**config.mk**
```make
export PLATFORM = sky130hd
export DESIGN_NAME = onplay_sequencer
export DESIGN_NICKNAME = d
export VERILOG_FILES = /design/src/rtl/onplay_sequencer.sv
export SDC_FILE = /design/constraint.sdc
export NUM_CORES = 1
export LEC_CHECK = 0
export BUFFER_PORTS_ARGS = -buffer_cell sky130_fd_sc_hd__buf_2
export CAP_MARGIN = 20
export CORE_UTILIZATION = 50
export CTS_BUF_LIST = sky130_fd_sc_hd__clkbuf_2 sky130_fd_sc_hd__clkbuf_4 sky130_fd_sc_hd__clkbuf_8
export DETAILED_ROUTE_END_ITERATION = 16
export PLACE_DENSITY = 0.71
export SETUP_SLACK_MARGIN = 0.3
export SLEW_MARGIN = 20
export SYNTH_ARGS = -nofsm -noshare
export SYNTH_HDL_FRONTEND = slang
export SYNTH_SLANG_ARGS = --single-unit
```
**constraint.sdc**
```tcl
create_clock -name i_Clk -period 3.3 [get_ports i_Clk]
set_input_delay 0.66 -clock i_Clk [delete_from_list [all_inputs] [get_ports i_Clk]]
set_output_delay 0.66 -clock i_Clk [all_outputs]
set_load 0.05 [all_outputs]
```
**src/rtl/onplay_sequencer.sv**
```systemverilog
// onplay_sequencer
//   Per-frame scheduler for the GAME_PLAYING datapath. Each accepted frame tick
//   runs MOVE -> COLLISION -> CALCVALUE -> CHECKING. Each stage is started with a
//   one-cycle pulse, and the sequencer waits for that stage's done. It also keeps
//   the frame/phase counters, raises the enemy-shoot strobe, and records
//   overruns and stage timeouts.
//
// Ports
//   i_Clk, i_Rst          clock, asynchronous active-low reset
//   i_Enable              game is in GAME_PLAYING; low aborts and clears
//   i_Pause               blocks new frame starts only
//   i_FrameTick           end-of-visible-frame pulse
//   i_*Done               stage completion from the datapath units
//   o_*Start              one-cycle start pulse per stage
//   o_State               0 WAITING, 1 MOVE, 2 COLLISION, 3 CALCVALUE, 4 CHECKING
//   o_Phase               current phase, saturates at NUM_PHASES-1
//   o_EnemyShoot          one-cycle pulse when the frame counter wraps
//   o_Busy                o_State != WAITING
//   o_Overrun, o_Timeout  sticky error flags, cleared by i_Enable low
module onplay_sequencer #(
  parameter int unsigned MAX_PHASE_CNT = 100,
  parameter int unsigned NUM_PHASES    = 4,
  parameter int unsigned TIMEOUT_CYC   = 1023
) (
  input  logic       i_Clk,
  input  logic       i_Rst,
  input  logic       i_Enable,
  input  logic       i_Pause,
  input  logic       i_FrameTick,
  input  logic       i_MoveDone,
  input  logic       i_CollDone,
  input  logic       i_CalcDone,
  input  logic       i_CheckDone,
  output logic       o_MoveStart,
  output logic       o_CollStart,
  output logic       o_CalcStart,
  output logic       o_CheckStart,
  output logic [2:0] o_State,
  output logic [1:0] o_Phase,
  output logic       o_EnemyShoot,
  output logic       o_Busy,
  output logic       o_Overrun,
  output logic       o_Timeout
);

  localparam int unsigned FRAME_W = (MAX_PHASE_CNT > 1) ? $clog2(MAX_PHASE_CNT) : 1;
  localparam logic [FRAME_W-1:0] FRAME_LAST = FRAME_W'(MAX_PHASE_CNT - 1);
  localparam logic [9:0]         STAGE_LAST = 10'(TIMEOUT_CYC - 1);
  localparam logic [1:0]         PHASE_LAST = 2'(NUM_PHASES - 1);

  typedef enum logic [2:0] {
    WAITING   = 3'd0,
    MOVE      = 3'd1,
    COLLISION = 3'd2,
    CALCVALUE = 3'd3,
    CHECKING  = 3'd4
  } state_t;

  state_t               state, stateNext;
  logic [9:0]           stageCnt, stageCntNext;
  logic [FRAME_W-1:0]   frameCnt, frameCntNext;
  logic [1:0]           phaseNext;
  logic                 moveStartNext, collStartNext, calcStartNext, checkStartNext;
  logic                 shootNext, overrunNext, timeoutNext;
  logic                 doneSel, doneOk, stageExpired;

  assign o_State = state;

  always_comb begin
    stateNext      = state;
    stageCntNext   = stageCnt;
    frameCntNext   = frameCnt;
    phaseNext      = o_Phase;
    moveStartNext  = 1'b0;
    collStartNext  = 1'b0;
    calcStartNext  = 1'b0;
    checkStartNext = 1'b0;
    shootNext      = 1'b0;
    overrunNext    = o_Overrun;
    timeoutNext    = o_Timeout;

    case (state)
      MOVE:      doneSel = i_MoveDone;
      COLLISION: doneSel = i_CollDone;
      CALCVALUE: doneSel = i_CalcDone;
      CHECKING:  doneSel = i_CheckDone;
      default:   doneSel = 1'b0;
    endcase
    // stageCnt is 0 only in the start-pulse cycle, so a done there is ignored.
    doneOk       = doneSel && (stageCnt != '0);
    // stageCnt+1 cycles have elapsed in the stage at this edge.
    stageExpired = (stageCnt == STAGE_LAST);

    if (!i_Enable) begin
      stateNext    = WAITING;
      stageCntNext = '0;
      frameCntNext = '0;
      phaseNext    = '0;
      overrunNext  = 1'b0;
      timeoutNext  = 1'b0;
    end else if (state == WAITING) begin
      stageCntNext = '0;
      if (i_FrameTick && !i_Pause) begin
        stateNext     = MOVE;
        moveStartNext = 1'b1;
      end
    end else begin
      // Busy covers the CHECKING->WAITING cycle too, so a tick there is dropped.
      if (i_FrameTick) overrunNext = 1'b1;
      if (doneOk || stageExpired) begin
        stageCntNext = '0;
        if (!doneOk) timeoutNext = 1'b1;
        case (state)
          MOVE: begin
            stateNext     = COLLISION;
            collStartNext = 1'b1;
          end
          COLLISION: begin
            stateNext     = CALCVALUE;
            calcStartNext = 1'b1;
          end
          CALCVALUE: begin
            stateNext      = CHECKING;
            checkStartNext = 1'b1;
          end
          default: begin
            stateNext = WAITING;
            if (frameCnt == FRAME_LAST) begin
              frameCntNext = '0;
              shootNext    = 1'b1;
              if (o_Phase != PHASE_LAST) phaseNext = o_Phase + 2'd1;
            end else begin
              frameCntNext = frameCnt + 1'b1;
            end
          end
        endcase
      end else begin
        stageCntNext = stageCnt + 10'd1;
      end
    end
  end

  always_ff @(posedge i_Clk or negedge i_Rst) begin
    if (!i_Rst) begin
      state        <= WAITING;
      stageCnt     <= '0;
      frameCnt     <= '0;
      o_Phase      <= '0;
      o_MoveStart  <= 1'b0;
      o_CollStart  <= 1'b0;
      o_CalcStart  <= 1'b0;
      o_CheckStart <= 1'b0;
      o_EnemyShoot <= 1'b0;
      o_Busy       <= 1'b0;
      o_Overrun    <= 1'b0;
      o_Timeout    <= 1'b0;
    end else begin
      state        <= stateNext;
      stageCnt     <= stageCntNext;
      frameCnt     <= frameCntNext;
      o_Phase      <= phaseNext;
      o_MoveStart  <= moveStartNext;
      o_CollStart  <= collStartNext;
      o_CalcStart  <= calcStartNext;
      o_CheckStart <= checkStartNext;
      o_EnemyShoot <= shootNext;
      o_Busy       <= (stateNext != WAITING);
      o_Overrun    <= overrunNext;
      o_Timeout    <= timeoutNext;
    end
  end

endmodule

```
==> results of run 1 <==
[layout by cell type (no fill, tap or decap), types with 3 or more instances in the layout]
| cell | n |
|---|---|
| nor3_1 | 3 |
| buf_2 | 21 |
| o21a_1 | 3 |
| and3_1 | 6 |
| mux2i_1 | 4 |
| nor2_1 | 18 |
| ha_1 | 5 |
| nor3b_1 | 3 |
| nand2_1 | 16 |
| dfrtp_1 | 30 |
| inv_1 | 3 |
| xor2_1 | 5 |
| clkbuf_4 | 6 |
| o211ai_1 | 3 |
| xnor2_1 | 3 |
| nand3_1 | 8 |
[final timing paths]
path / from / endpoint / slack, ns / cells after the start
max in group asynchronous: i_Rst / o_Phase[0] / 2.51 / 1
hold reg to reg: o_Timeout / o_Timeout / 0.51 / 1
hold / removal: i_Rst / frameCnt[5] / 0.36 / 1
min in group i_Clk: o_Timeout / o_Timeout / 0.51 / 1
setup reg to reg: o_State[0] / stageCnt[9] / 1.41 / 5
setup / recovery: o_State[2] / o_State[2] / 1.33 / 1
[per-stage QoR]
| stage | area [um^2] | hold WS, ns | setup WS (ns) | power [uW] | instances |
|---|---|---|---|---|---|
| floorplan | 1548 | 0.3644 | 1.180 | 417.9 | 152 |
| global placement | 1662 | 0.4701 | 1.240 | 436.0 | 198 |
| detailed placement | 1662 | 0.4843 | 1.196 | 437.9 | 198 |
| CTS | 1725 | 0.3667 | 1.333 | 671.5 | 206 |
| global route | 1725 | 0.3923 | 1.255 | 690.6 | 206 |
| finish | 1725 | 0.3586 | 1.333 | 662.4 | 206 |
[state kept, by name (all words and copies together) (netlist names)]
signal,count
o_State,3
o_CollStart,1
o_CalcStart,1
o_Timeout,1
o_Busy,1
o_Phase,2
o_MoveStart,1
stageCnt,10
o_EnemyShoot,1
o_CheckStart,1
frameCnt,7
o_Overrun,1
[cell usage after synthesis (2+ instances only)]
library cell	number	area, um^2
nor3_1	3	15.01
nand3_1	8	40.04
xnor2_1	3	26.28
mux2i_1	4	40.04
nor2_1	18	67.56
dfrtp_1	30	750.7
nor2b_1	2	12.51
xor2_1	5	43.79
nand2_1	16	60.06
o21a_1	3	22.52
inv_1	3	11.26
and3_1	6	37.54
and2_1	2	12.51
nand4_1	2	12.51
clkbuf_1	5	18.77
o211ai_1	3	22.52
nand2b_1	2	12.51
ha_1	5	62.56
o21ai_0	2	10.01
a21oi_1	2	10.01
nor3b_1	3	22.52
[where the power goes]
part           internal (uW)  leakage, uW  switching (uW)
Sequential               371     0.000417            4.12
Clock                    111    0.0000387             121
Combinational           16.3     0.000362            37.9
Total                    499     0.000817             163
[final cells by class]
type / count / area [um^2]
fill: 256 / 1127
sequential: 30 / 750.7
multi-input combinational: 113 / 755.7
clock inverter: 1 / 5.005
timing repair buffer: 21 / 105.1
inverter: 3 / 11.26
tap: 31 / 38.79
clock buffer: 7 / 58.81
[logic make-up (layout without fill, tap and decap cells)]
logic type / Yosys count / count (layout) / share of synthesized area, %
AO/OA/AOI/OAI: 21 / 21 / 11.00
AND/OR/NAND/NOR: 74 / 74 / 25.71
XOR/XNOR: 8 / 8 / 4.527
adder cells (fa/ha/maj): 5 / 5 / 4.042
multiplexers: 5 / 5 / 3.557
flip-flops: 30 / 30 / 48.50
buffers and inverters: 9 / 32 / 2.668
[per-layer routing]
layer | GRT usage [%] | share of wire (%) | vias up
met3 | 5.804 | 5.0 | 9
met4 | 9.756 | 2.4 | 0
met1 | 25.15 | 47 | 595
met2 | 32.72 | 46 | 31
li1 | - | - | 581
met5 | 0 | 0 | -
==> out/metrics.cfg, run 1 <==
[outcome]
status=complete, but fails checks
failed_checks=DRC

[grt]
antenna_found_initial=0
grt.total_usage_pct=20.30
grt_first_pass_wirelength_mm=5.147
grt_overflow_total=0
grt_max_degree=31
grt_pass1_vias=1183

[sta]
skew_ns=0.009659
fin_tns_setup_ns=0
hold_viol=0
period_needed_ns=1.967
setup_viol=0
tightest_slew_ns=0.6676
max_freq_ghz=0.5084
rsz0062_at_grt=false
relSlewSlack_pct=55.49
slew_violations=0
min_period_over_period_pct=59.60

[worst_setup_path]
slowest_delay_ns=0.63
slowest_stage=dfrtp_1
cp.required_ns=2.64
crit_buf_inv=1
crit_arrival_ns=1.31
worstSetupStartpointType=register
crit_path_max_fanout=16
crit_family=flip-flops
path_class=reg2out
worstSetupEndpointType=output port
worstPathCellList=buf_2

[routing]
wl_per_cell_um=14.44
vias_per_cell=5.903
drc=3
first_pass_iters=12
routed_wl_mm=2.975
drtIter0Drc=41
ant_nets=0
via_count=1216

[cts]
hold_buffers=0
cts_buffers=5
h-tree-depth=2
cts_tree=yes
clockRootBuffer=clkbuf_4
clk_latency_ns=0.33
clk_path_buf_depth=2
post-cts-setup-buffers=0
cts_resized=0
path_clk_slew_ns=0.09
cts.sinks=30

[yosys]
ys_ff_latch=30
synth_edf_count=0
syn_avg_cell_area_um2=10.18
yosysWarnings=0
netlist_instances=152
synth.distinct_cells=46
synthFlopType=dfrtp_1
synth_nets=166
netlist_area_um2=1548
synth_seq_area_share_pct=48.50
async_reset_ff_share_pct=100.0

[floorplanning]
dieArea_um2=3322
core_region_area_um2=2853
rows=19
start_util_pct=54.25
ios=22
die_h_um=57.64
die_x_um=57.64

[hold_path]
worstHoldPathType=in2async

[finish]
final_util_pct=60.48
n_antenna_cell=0
area_delta_synth_final_pct=11.48
nets=188
layout-drive-gt1-share_pct=21.71

[power_and_ir_drop]
ir_worst_vdd_v=0.0002232
p_leak_uw=0.0008173
p_per_area_nw_per_um2=383.9

[job]
drv_cap=0

[place]
hpwl_mm=2.109
gp_congestion=0.8261
numPortBuffers=21

(Power assumes the default switching activity.)
==> run 2, diff against run 1 <==
--- a/config.mk
+++ b/config.mk
@@ -5,6 +5,7 @@
 export SDC_FILE = /design/constraint.sdc
 export NUM_CORES = 1
 export LEC_CHECK = 0
+export ABC_AREA = 1
 export BUFFER_PORTS_ARGS = -buffer_cell sky130_fd_sc_hd__buf_2
 export CAP_MARGIN = 20
 export CORE_UTILIZATION = 50
==> constraint.sdc (replaced) <==
create_clock -name i_Clk -period 1.95 [get_ports i_Clk]
set_input_delay 0.39 -clock i_Clk [delete_from_list [all_inputs] [get_ports i_Clk]]
set_output_delay 0.39 -clock i_Clk [all_outputs]
set_load 0.05 [all_outputs]
==> out/metrics.cfg, run 2 <==
[worst_setup_path]
cp.required_ns=2.18
slowest_delay_ns=0.42
crit_buf_inv=2
worstSetupEndpointType=register
slowest_stage=dfrtp_1
crit_path_max_fanout=8
path_class=reg2reg
crit_arrival_ns=1.85
crit_family=simple AND/OR/NAND/NOR gates
worstPathCellList=inv_2 -> ha_4 -> nand2_2 -> nor2_1 -> nand3_1 -> nand3_4 -> nand3_4 -> nand2_8 -> inv_8 -> nand2_1 -> nand2_1
worstSetupStartpointType=register

[sta]
relSlewSlack_pct=57.10
period_needed_ns=1.619
slew_violations=0
rsz0062_at_grt=true
setup_viol=0
hold_viol=0
tightest_slew_ns=0.6434
fin_tns_setup_ns=0
min_period_over_period_pct=83.04
skew_ns=0.009642
max_freq_ghz=0.6176

[finish]
multi_input_area_um2=867.1
layout-drive-gt1-share_pct=30.13
final_common_cell=nand2_1
largest_reg_flops=10
fin_area_um2=2022
n_antenna_cell=0
nFillCells=265
regArea_um2=754.5
nets=252
layout_common_cells=nand2_1 (45), dfrtp_1 (27), inv_1 (24), nor2_1 (24), buf_2 (21)
regMostFlops=stageCnt
area_delta_synth_final_pct=23.26

[grt]
grt_first_pass_wirelength_mm=5.050
grt.total_usage_pct=20.03
grt_pass1_vias=1153
grt_overflow_total=0
antenna_found_initial=0
grt_max_degree=31

[hold_path]
worstHoldPathType=in2async

[yosys]
yosysMostFrequentCell=nand2_1
netlist.area_leader.share_pct=45.77
async_reset_ff_share_pct=100.0
yosysWarnings=0
synth_seq_area_share_pct=45.77
yosysTopAreaCell=dfrtp_1
synth.distinct_cells=26
syn_avg_cell_area_um2=8.041
synthTopCellsByCount=nand2_1 (53), dfrtp_1 (30), inv_1 (28)
ys_top_cells_by_area=dfrtp_1 (46%), nand2_1 (12%), inv_1 (6.4%)
synth_edf_count=0
netlist_instances=204
synthFlopType=dfrtp_1
ys_ff_latch=30
synth_nets=218
netlist_area_um2=1640

[cts]
clk_path_buf_depth=2
clockRootBuffer=clkbuf_4
clk_latency_ns=0.33
h-tree-depth=2
path_clk_slew_ns=0.09
cts.sinks=30
cts_buffers=5
cts_tree=yes

[outcome]
status=complete, no violations

[routing]
via_count=1331
routed_wl_mm=3.177
drc=0
wl_per_cell_um=11.23
ant_nets=0
vias_per_cell=4.703
first_pass_iters=4
drtIter0Drc=61

[place]
numPortBuffers=21
gp_congestion=0.8109
place_area_um2=1800
hpwl_mm=2.150

[power_and_ir_drop]
p_per_area_nw_per_um2=618.0
ir_worst_vdd_v=0.0003883
clkPwrFrac_pct=31.4
p_comb_share_pct=15.2
p_int_uw=891.9
seqPwrFrac_pct=53.4
p_leak_uw=0.001105
switching_share_pct=28.63
p_switching_uw=357.8

[floorplanning]
rows=20
dieArea_um2=3514
core_region_area_um2=3078
die_x_um=59.28
start_util_pct=53.29
die_h_um=59.28
ios=22

[job]
drv_cap=0

[run 2: cell count changes after synthesis, sizes merged, moves of 4 or more]
cell,change
clkbuf,-4
nand4,+4
xor2,+4
inv,+28
and3,-6
nand2,+39
nor2,+9
nor3,+4
o21a,-4
mux2i,-4
nand3,+12
[run 2: final cells by class]
cell class	count	area share (%)
Clock buffer	8	2.970
Inverter	31	6.126
Multi-Input combinational cell	142	42.88
Sequential cell	30	37.31
Tap cell	44	2.723
Timing Repair Buffer	28	7.983
[run 2: what timing repair did]
| action | 4_1_cts | 5_1_grt |
|---|---|---|
| setup endpoints to repair | 7 | 20 |
| buffers inserted | 3 | 4 |
| hold buffers | 0 | 0 |
| pin swaps | 2 | 12 |
| gates resized for setup | 2 | 27 |
[run 2: final timing paths]
kind	from	endpoint	slack (ns)	cells past startpoint
worst max register to register	stageCnt[0]	frameCnt[5]	0.33	11
min in group i_Clk	i_Pause	o_MoveStart	0.21	2
max in group asynchronous	i_Rst	o_State[0]	1.43	1
worst max-delay path	stageCnt[0]	frameCnt[5]	0.33	11
worst min-delay path	i_Rst	stageCnt[6]	0.07	1
worst min register to register	stageCnt[0]	stageCnt[0]	0.50	1
[run 2: routing by layer]
metal,GRT usage (%),wire length [um],vias up
li1,-,-,708
met1,26.23,1504,594
met2,29.37,1483,23
met3,6.550,125,6
met4,10.54,63,0
met5,0,0,-
[run 2: logic make-up (layout without fill, tap and decap cells)]
group | count (synthesis) | count (layout) | share of synthesized area [%]
buffers and inverters | 32 | 67 | 7.322
adders and majority gates | 5 | 5 | 3.814
AOI/OAI and AO/OA | 7 | 7 | 2.365
xor gates and xnor gates | 11 | 11 | 5.874
and+or+nand+nor | 119 | 119 | 34.86
DFF | 30 | 30 | 45.77
[run 2: power by group through the flow]
| stage | Sequential [uW] | Clock [uW] | Combinational (uW) |
|---|---|---|---|
| 2_1_floorplan | 720 | 0 | 68.8 |
| 3_3_place_gp | 679 | 0 | 160 |
| 3_5_place_dp | 679 | 0 | 161 |
| 4_1_cts | 667 | 410 | 166 |
| 5_1_grt | 671 | 435 | 210 |
| 6_report | 668 | 392 | 190 |
[run 2: worst register-to-register path: stages (launching register included)]
cell,delay [ns]
dfrtp_1,0.42
inv_2,0.12
ha_4,0.14
nand2_2,0.03
nor2_1,0.09
nand3_1,0.12
nand3_4,0.18
nand3_4,0.13
nand2_8,0.12
inv_8,0.06
nand2_1,0.06
nand2_1,0.05
[run 2: per-stage QoR]
stage | worst slack (ns) | std cells | utilization (%) | hold WS (ns) | total power (uW)
detailed placement | 0.2554 | 268 | 58.50 | 0.4589 | 840.5
global route | 0.2275 | 283 | 65.69 | 0.1123 | 1316
floorplan | 0.4160 | 204 | - | 0.09441 | 789.0
finish | 0.3307 | 283 | 65.69 | 0.06971 | 1250
CTS | 0.2987 | 279 | 61.42 | 0.07879 | 1243
global placement | 0.3184 | 268 | 58.50 | 0.4455 | 839.4
==> run 3, diff against run 2 <==
--- a/config.mk
+++ b/config.mk
@@ -5,13 +5,13 @@
 export SDC_FILE = /design/constraint.sdc
 export NUM_CORES = 1
 export LEC_CHECK = 0
-export ABC_AREA = 1
+export ABC_AREA = 0
 export BUFFER_PORTS_ARGS = -buffer_cell sky130_fd_sc_hd__buf_2
 export CAP_MARGIN = 20
 export CORE_UTILIZATION = 50
 export CTS_BUF_LIST = sky130_fd_sc_hd__clkbuf_2 sky130_fd_sc_hd__clkbuf_4 sky130_fd_sc_hd__clkbuf_8
 export DETAILED_ROUTE_END_ITERATION = 16
-export PLACE_DENSITY = 0.71
+export PLACE_DENSITY = 0.74
 export SETUP_SLACK_MARGIN = 0.3
 export SLEW_MARGIN = 20
 export SYNTH_ARGS = -nofsm -noshare
==> constraint.sdc (replaced) <==
create_clock -name i_Clk -period 1.3 [get_ports i_Clk]
set_input_delay 0.26 -clock i_Clk [delete_from_list [all_inputs] [get_ports i_Clk]]
set_output_delay 0.26 -clock i_Clk [all_outputs]
set_load 0.05 [all_outputs]
==> out/metrics.cfg, run 3 (same netlist as run 1, synthesis figures left out) <==
[grt]
grt.total_usage_pct=28.82
grt_pass1_vias=1496
grt_first_pass_wirelength_mm=6.948
grt_overflow_total=0
antenna_found_initial=0
grt_max_degree=18

[power_and_ir_drop]
p_comb_share_pct=13.9
p_leak_uw=0.001111
p_per_area_nw_per_um2=756.4
switching_share_pct=27.69
clkPwrFrac_pct=34.4
p_total_uw=1842
p_switching_uw=510.0
p_int_uw=1332
seqPwrFrac_pct=51.7
ir_worst_vdd_v=0.0006380

[finish]
nets=240
layout_common_cells=buf_4 (41), dfrtp_1 (27), buf_6 (18)
largest_reg_flops=10
fin_area_um2=2435
regMostFlops=stageCnt
final_common_cell=buf_4
layout-drive-gt1-share_pct=51.98
area_delta_synth_final_pct=57.32
n_antenna_cell=0
nFillCells=137

[worst_setup_path]
r2r-start=o_State[0]
slowest_stage=dfrtp_2
path_class=reg2reg
worstSetupStartpointType=register
r2r_slack_ns=-0.60
worstRegToRegCells=5
worstSetupEndpointType=register
worst_r2r_endpoint=o_State[0]
worstPathCellList=mux2_4 -> a221oi_4 -> o21a_4 -> nor3_2 -> a311o_1
cp.required_ns=1.53
crit_arrival_ns=2.13
crit_path_max_fanout=5
slowest_delay_ns=0.44

[routing]
drtIter0Drc=135
vias_per_cell=6.136
drc=1
ant_nets=0
routed_wl_mm=5.096
via_count=1583
first_pass_iters=10
wl_per_cell_um=19.75

[cts]
cts_buffers=5
cts_tree=yes
clk_path_buf_depth=2
cts.sinks=30
clk_latency_ns=0.35
h-tree-depth=2
clockRootBuffer=clkbuf_4
path_clk_slew_ns=0.09

[place]
numPortBuffers=21
place_ws_ns=-0.5231
gp_congestion=0.8855
hpwl_mm=2.633
place_area_um2=1953

[sta]
hold_viol=0
rsz0062_at_grt=true
tightest_slew_ns=0.4190
setup_viol=33
slew_violations=0
relSlewSlack_pct=72.07
hold-worst-slack_ns=0.1026
period_needed_ns=1.900
skew_ns=0.01131
fin_tns_setup_ns=-14.76
max_freq_ghz=0.5263
layout_setup_ws_ns=-0.6001
min_period_over_period_pct=146.2

[floorplanning]
dieArea_um2=3322
start_util_pct=54.25
core_region_area_um2=2853
ios=22
die_x_um=57.64
rows=19
die_h_um=57.64

[job]
drv_cap=0

[outcome]
status=complete, but fails checks
failed_checks=DRC, setup timing

[hold_path]
hold_depth=2
hp-start=i_Pause
min_to=o_MoveStart
worstHoldPathType=in2reg

run 3: cell types whose count changed in the layout (fill, tap and decap cells not counted), sizes merged, moves of 6 or more:
cell | previous run | this run
nand2 | 55 | 16
buf | 28 | 71
and3 | 0 | 6
nor2 | 28 | 19
inv | 31 | 3
nand3 | 21 | 10
run 3: final cells by class:
class / instances / area, um^2 / share of cell area [%]
Clock buffer: 7 / 58.81 / 2.415
Clock inverter: 1 / 5.005 / 0.2055
Inverter: 3 / 11.26 / 0.4625
Multi-Input combinational cell: 114 / 940.9 / 38.64
Sequential cell: 30 / 754.5 / 30.99
Tap cell: 31 / 38.79 / 1.593
Timing Repair Buffer: 72 / 625.6 / 25.69
run 3: what timing repair did:
item | CTS | global route
hold buffers | 1 | 0
gates resized for setup | 42 | 32
endpoints found under the hold margin | 15 | 0
buffers inserted | 7 | 8
endpoints found under the setup margin | 43 | 43
cloned | 1 | 0
pin swaps | 8 | 11
run 3: power by group through the flow:
stage	combinational (uW)	clock, uW	sequential (uW)
global route	272	664	953
floorplan	63.3	0	1000
detailed placement	171	0	967
finish	256	633	952
CTS	210	622	950
global placement	167	0	967
run 3: layer usage:
layer | track usage, % | share of wire (%)
met1 | 34.02 | 38
met2 | 48.34 | 52
met3 | 7.143 | 5.9
met4 | 15.68 | 4.3
met5 | 0 | 0
run 3: metrics by stage:
| stage | cells | utilization [%] |
|---|---|---|
| 2_1_floorplan | 152 | - |
| 3_3_place_gp | 233 | 68.46 |
| 3_5_place_dp | 233 | 68.46 |
| 4_1_cts | 250 | 78.60 |
| 5_1_grt | 258 | 85.35 |
| 6_report | 258 | 85.35 |
run 3: worst max-delay path by stage:
| stage | startpoint | to | slack [ns] | cells past startpoint |
|---|---|---|---|---|
| CTS | o_State[0] | frameCnt[6] | -0.48 | 5 |
| global route | o_State[0] | o_State[0] | -0.62 | 5 |
| finish | o_State[0] | o_State[0] | -0.60 | 5 |
| detailed placement | o_State[0] | stageCnt[7] | -0.52 | 5 |
| global placement | o_State[0] | o_State[0] | -0.42 | 5 |
| floorplan | o_State[0] | frameCnt[6] | -0.63 | 6 |
run 3: worst max-delay path, delay by kind of cell, from the launching register on:
| kind | cells | cell delay (ns) |
|---|---|---|
| and+or+nand+nor | 1 | 0.07 |
| muxes | 1 | 0.32 |
| AOI/OAI and AO/OA | 3 | 0.94 |
| DFF | 1 | 0.44 |
